--- src/rtl/fifo_read_port_pkg.sv ---
// Shared definitions for the FIFO read-side engine.
// Default widths and the output-buffer occupancy type.
package fifo_read_port_pkg;

    localparam int DATA_W_DEF = 8;
    localparam int CNT_W_DEF  = 16;
    localparam int SKID_DEPTH = 2;

    typedef logic [1:0] occ_t;

endpackage

--- src/rtl/fifo_read_port_skid.sv ---
// Two-entry output buffer with head pointer and occupancy count.
// Ports: i_push/i_data write at tail, i_pop advances head,
// i_clr empties the buffer, o_data is the head word, o_occ the fill level.
module fifo_read_port_skid
    import fifo_read_port_pkg::*;
#(
    parameter int DATA_W = DATA_W_DEF
) (
    input  logic              i_clk,
    input  logic              i_rst_n,
    input  logic              i_clr,
    input  logic              i_push,
    input  logic [DATA_W-1:0] i_data,
    input  logic              i_pop,
    output logic [DATA_W-1:0] o_data,
    output occ_t              o_occ
);

    logic [DATA_W-1:0] r_mem [2];
    logic              r_head;
    occ_t              r_occ;

    logic w_pop;
    logic w_push;
    logic w_tail;

    assign w_pop  = i_pop & (r_occ != 2'd0);
    assign w_push = i_push & ~i_clr & (r_occ != occ_t'(SKID_DEPTH));
    // Tail is the head slot when empty, the other slot when one word is held.
    assign w_tail = r_head ^ r_occ[0];

    always_ff @(posedge i_clk or negedge i_rst_n) begin
        if (!i_rst_n) begin
            r_mem[0] <= '0;
            r_mem[1] <= '0;
            r_head   <= 1'b0;
            r_occ    <= '0;
        end else begin
            if (w_push) begin
                r_mem[w_tail] <= i_data;
            end
            if (w_pop) begin
                r_head <= ~r_head;
            end
            if (i_clr) begin
                r_occ <= '0;
            end else begin
                r_occ <= r_occ + {1'b0, w_push} - {1'b0, w_pop};
            end
        end
    end

    assign o_data = r_mem[r_head];
    assign o_occ  = r_occ;

endmodule

--- src/rtl/fifo_read_port.sv ---
// Read-side engine: pops the FIFO, captures registered read data,
// and streams words out through a 2-entry buffer (valid/ready).
// Ports: empty/rd/r_data to the FIFO, flush discards buffered and
// in-flight words, m_* is the output stream, occ the buffer fill,
// word_cnt the wrapping count of completed output transfers.
module fifo_read_port
    import fifo_read_port_pkg::*;
#(
    parameter int DATA_W = DATA_W_DEF,
    parameter int CNT_W  = CNT_W_DEF
) (
    input  logic              clk,
    input  logic              reset,
    input  logic              empty,
    output logic              rd,
    input  logic [DATA_W-1:0] r_data,
    input  logic              flush,
    output logic              m_valid,
    input  logic              m_ready,
    output logic [DATA_W-1:0] m_data,
    output logic [1:0]        occ,
    output logic [CNT_W-1:0]  word_cnt
);

    logic             r_inflight;
    logic             r_discard;
    logic [CNT_W-1:0] r_word_cnt;

    occ_t             w_occ;
    logic             w_pop;
    logic             w_capture;
    logic [2:0]       w_load;

    assign m_valid = (w_occ != 2'd0);
    assign w_pop   = m_valid & m_ready;

    // Words that will be held after this edge if we do not pop again.
    assign w_load = {1'b0, w_occ}
                  + {2'b00, r_inflight}
                  - {2'b00, w_pop};

    assign rd = reset & ~empty & ~flush & (w_load < 3'd2);

    // A landing word is dropped if a flush is active now or was last cycle.
    assign w_capture = r_inflight & ~r_discard & ~flush;

    always_ff @(posedge clk or negedge reset) begin
        if (!reset) begin
            r_inflight <= 1'b0;
            r_discard  <= 1'b0;
            r_word_cnt <= '0;
        end else begin
            r_inflight <= rd;
            r_discard  <= flush;
            if (w_pop) begin
                r_word_cnt <= r_word_cnt + CNT_W'(1);
            end
        end
    end

    fifo_read_port_skid #(
        .DATA_W (DATA_W)
    ) u_skid (
        .i_clk   (clk),
        .i_rst_n (reset),
        .i_clr   (flush),
        .i_push  (w_capture),
        .i_data  (r_data),
        .i_pop   (w_pop),
        .o_data  (m_data),
        .o_occ   (w_occ)
    );

    assign occ      = w_occ;
    assign word_cnt = r_word_cnt;

endmodule
--- config.mk ---
export PLATFORM = sky130hd
export DESIGN_NAME = fifo_read_port
export DESIGN_NICKNAME = d
export VERILOG_FILES = /design/src/rtl/fifo_read_port_pkg.sv /design/src/rtl/fifo_read_port_skid.sv /design/src/rtl/fifo_read_port.sv
export SDC_FILE = /design/constraint.sdc
export NUM_CORES = 1
export LEC_CHECK = 0
export CAP_MARGIN = 5
export CORE_UTILIZATION = 55
export DETAILED_ROUTE_END_ITERATION = 6
export GPL_TIMING_DRIVEN = 0
export PLACE_DENSITY = 0.9
export SLEW_MARGIN = 5
export SYNTH_ARGS = -nofsm -noshare
export SYNTH_HDL_FRONTEND = slang
export SYNTH_HIERARCHICAL = 1
export SYNTH_SLANG_ARGS = --single-unit
--- constraint.sdc ---
create_clock -name clk -period 6.3 [get_ports clk]
set_input_delay 0.63 -clock clk [delete_from_list [all_inputs] [get_ports clk]]
set_output_delay 0.63 -clock clk [all_outputs]
set_load 0.1 [all_outputs]
==> out/metrics.yaml <==
clocking:
  postCtsSetupBuffers: 0
  cts_root_buffer: "clkbuf_8"
  max-clock-path-buffers: 2
  path_clk_slew_ps: 70
  ctsResizeCount: 0
  cts_inserted_buffers: 5
  cts_tree: "yes"
  clock-sinks: 37
  clock_latency_ps: 290
  cts_max_level: 2
  ctsHoldBuffers: 0
sta:
  finClkSkew_ps: 8.05
  finalCriticalPeriod_ps: 4500
  fin_ws_ps: 1800
  period_share: 0.714
  timing.final.hold_violations: 0
  finalSetupViolCount: 0
  fin_tns_setup_ps: 0
  timing.fmax_mhz: 222
  tightestPinTransition_ps: 987
  grt_setup_unrepaired: "false"
  drv_slew: 0
  max_slew_margin: 0.340
power:
  peakVddDrop_mv: 0.143
  power.leakage_nw: 1.33
  total_power_mw: 0.665
  powerDensity_nw_per_um2: 233
die:
  die-area_um2: 4420
  die_w_um: 66.5
  die_h_um: 66.5
  coreArea_um2: 4000
  fp-row-count: 23
  initial_core_util: 0.572
  boundaryPins: 41
run:
  maxCapViolCount: 0
outcome:
  outcome: "completed"
yosys:
  synth_cells: 218
  synth-simple-area-share: 0.202
  synth.distinct_cells: 37
  ys_seq_elements: 37
  yosysTopAreaCell: "dfrtp_1"
  synth_xor_xnor_area_share: 0.0727
  synth_compound_gate_area_share: 0.185
  postSynthAreaPerCell_um2: 10.5
  synthTopCellsByArea: "dfrtp_1, o22ai_1, a221oi_2, xnor2_1, or2_2"
  synth_top_area_frac: 0.405
  synth_fa_ha_area_frac: 0.0306
  yosysSeqAreaShare: 0.405
  synth_edf_count: 0
  ys.warnings.count: 6
  synth.net_count: 236
  synthMuxAreaShare: 0.0459
  synth_top_family_by_area: "simple AND/OR/NAND/NOR gates"
  async_flop_share: 1.00
  syn_area_um2: 2290
  ys.flop_type: "dfrtp_1"
worst_setup_path:
  worst-setup-path-type: "flip-flop to primary output"
  path_max_fanout: 10
  cp_data_required_time_ps: 5670
  worstPathArrival_ps: 3870
  start_kind: "flip-flop"
  endpoint_kind: "primary output"
route:
  dr_total_vias: 1890
  routed_wl_mm: 5.28
  drc: 0
  dr.first_iter.drc_count: 202
  viasPerCell: 6.00
  ant_nets: 0
  wl_per_cell_um: 16.8
  drt_pass1_iterations: 4
grt:
  gr-total-overflow: 0
  track_usage: 0.263
  grt_pass1_vias: 1825
  grt_pass1_wl_mm: 8.67
  grt_max_degree: 39
  antenna_found_initial: 0
layout:
  stdcell_count: 315
  drive_gt1_frac: 0.234
  synthToLayoutAreaGrowth_pct: 24.8
  antenna_cells: 0
  final_nets: 283
placed_design:
  hpwl_mm: 3.46
  place_ws_ps: 1820
  port_buffers: 40
  dpl.cell_count: 308
  finalWeightedCongestion: 0.894
worst_hold_path:
  hp-class: "input pin to async pin"
==> kinds of logic (layout without fill, tap and decap cells) <==
group / after synthesis / after routing
multiplexers: 9 / 9
XOR/XNOR: 19 / 19
buffers and inverters: 19 / 66
AND/OR/NAND/NOR: 78 / 78
adder cells (fa/ha/maj): 5 / 5
flip-flops: 37 / 37
AO/OA/AOI/OAI: 51 / 51
==> worst max-delay path, cell delays in order (launching register included) <==
cell and delay (ps):
dfrtp_1 510, or2_1 280, and2_4 160, buf_6 120
ha_1 250, or2b_1 230, fa_1 490, nand2_1 70
nor4_2 290, clkdlybuf4s50_1 1180
==> placed cells by master, fill, tap and decap left out, types with 4 or more instances in the layout <==
cell             synthesis  layout
a221oi_1                 8       8
a221oi_2                 8       8
and3_1                   4       4
buf_2                    5       6
buf_6                    6       6
clkbuf_8                 0       5
clkdlybuf4s50_1          0      39
dfrtp_1                 37      37
ha_1                     4       4
mux2_2                   8       8
nand2_1                  7       7
nand2b_1                 7       7
nand3_1                  5       5
nand4_1                  4       4
nor2_1                  13      13
o22ai_1                 24      24
o31ai_1                  8       8
or2_2                   16      16
or2b_1                  11      11
xnor2_1                 12      12
xor2_1                   7       7
==> power breakdown <==
group | switching (mW) | internal [mW]
Combinational | 0.137 | 0.0666
Clock | 0.0814 | 0.115
Sequential | 0.0153 | 0.250
Total | 0.233 | 0.432
==> synth_stat cells (5+ instances only) <==
cell / n
buf_2: 5
buf_6: 6
dfrtp_1: 37
nand3_1: 5
nand2b_1: 7
nand2_1: 7
or2_2: 16
xnor2_1: 12
o31ai_1: 8
nor2_1: 13
xor2_1: 7
or2b_1: 11
o22ai_1: 24
a221oi_2: 8
a221oi_1: 8
mux2_2: 8
==> registers in the layout, summed over array words and instances (netlist names) <==
signal / count
r_discard: 1
r_inflight: 1
u_skid/r_mem: 16
u_skid/r_head: 1
word_cnt: 16
u_skid/o_occ: 2
==> final timing paths <==
| check | startpoint | to | slack, ps | cells past startpoint |
|---|---|---|---|---|
| worst min register to register | word_cnt[15]$_DFFE_PN0P_ | word_cnt[15]$_DFFE_PN0P_ | 480 | 1 |
| min in group clk | word_cnt[15]$_DFFE_PN0P_ | word_cnt[15]$_DFFE_PN0P_ | 480 | 1 |
| worst max-delay path | u_skid/o_occ[1]$_DFF_PN0_ | rd | 1800 | 9 |
| worst max register to register | u_skid/o_occ[1]$_DFF_PN0_ | r_inflight$_DFF_PN0_ | 3790 | 8 |
| max in group asynchronous | reset | r_discard$_DFF_PN0_ | 5320 | 1 |
| worst min-delay path | reset | word_cnt[11]$_DFFE_PN0P_ | 440 | 1 |
==> layout make-up <==
cell class / instances / area [µm²]
clock buffers: 5 / 68.8
fillers: 331 / 1140
well taps: 50 / 62.6
flip-flops and latches: 37 / 926
multi-input cells: 162 / 1230
plain buffers: 16 / 124
clock inverters: 2 / 35.0
repair buffers: 40 / 395
inverters: 3 / 11.3
==> through the flow <==
stage | area [µm²] | utilization | hold WS, ps
2_1_floorplan | 2290 | - | 334
3_3_place_gp | 2760 | 0.689 | 463
3_5_place_dp | 2750 | 0.688 | 467
4_1_cts | 2860 | 0.714 | 471
5_1_grt | 2860 | 0.714 | 500
6_report | 2860 | 0.714 | 440
==> metal layers <==
layer,share of wire,vias up,global-route usage,wire length [µm]
li1,-,895,-,-
met1,0.45,923,0.360,2360
met2,0.48,65,0.420,2530
met3,0.060,7,0.0514,315
met4,0.013,0,0.0798,70
met5,0,-,0,0
Note: power is estimated with default switching activity, not from simulation.
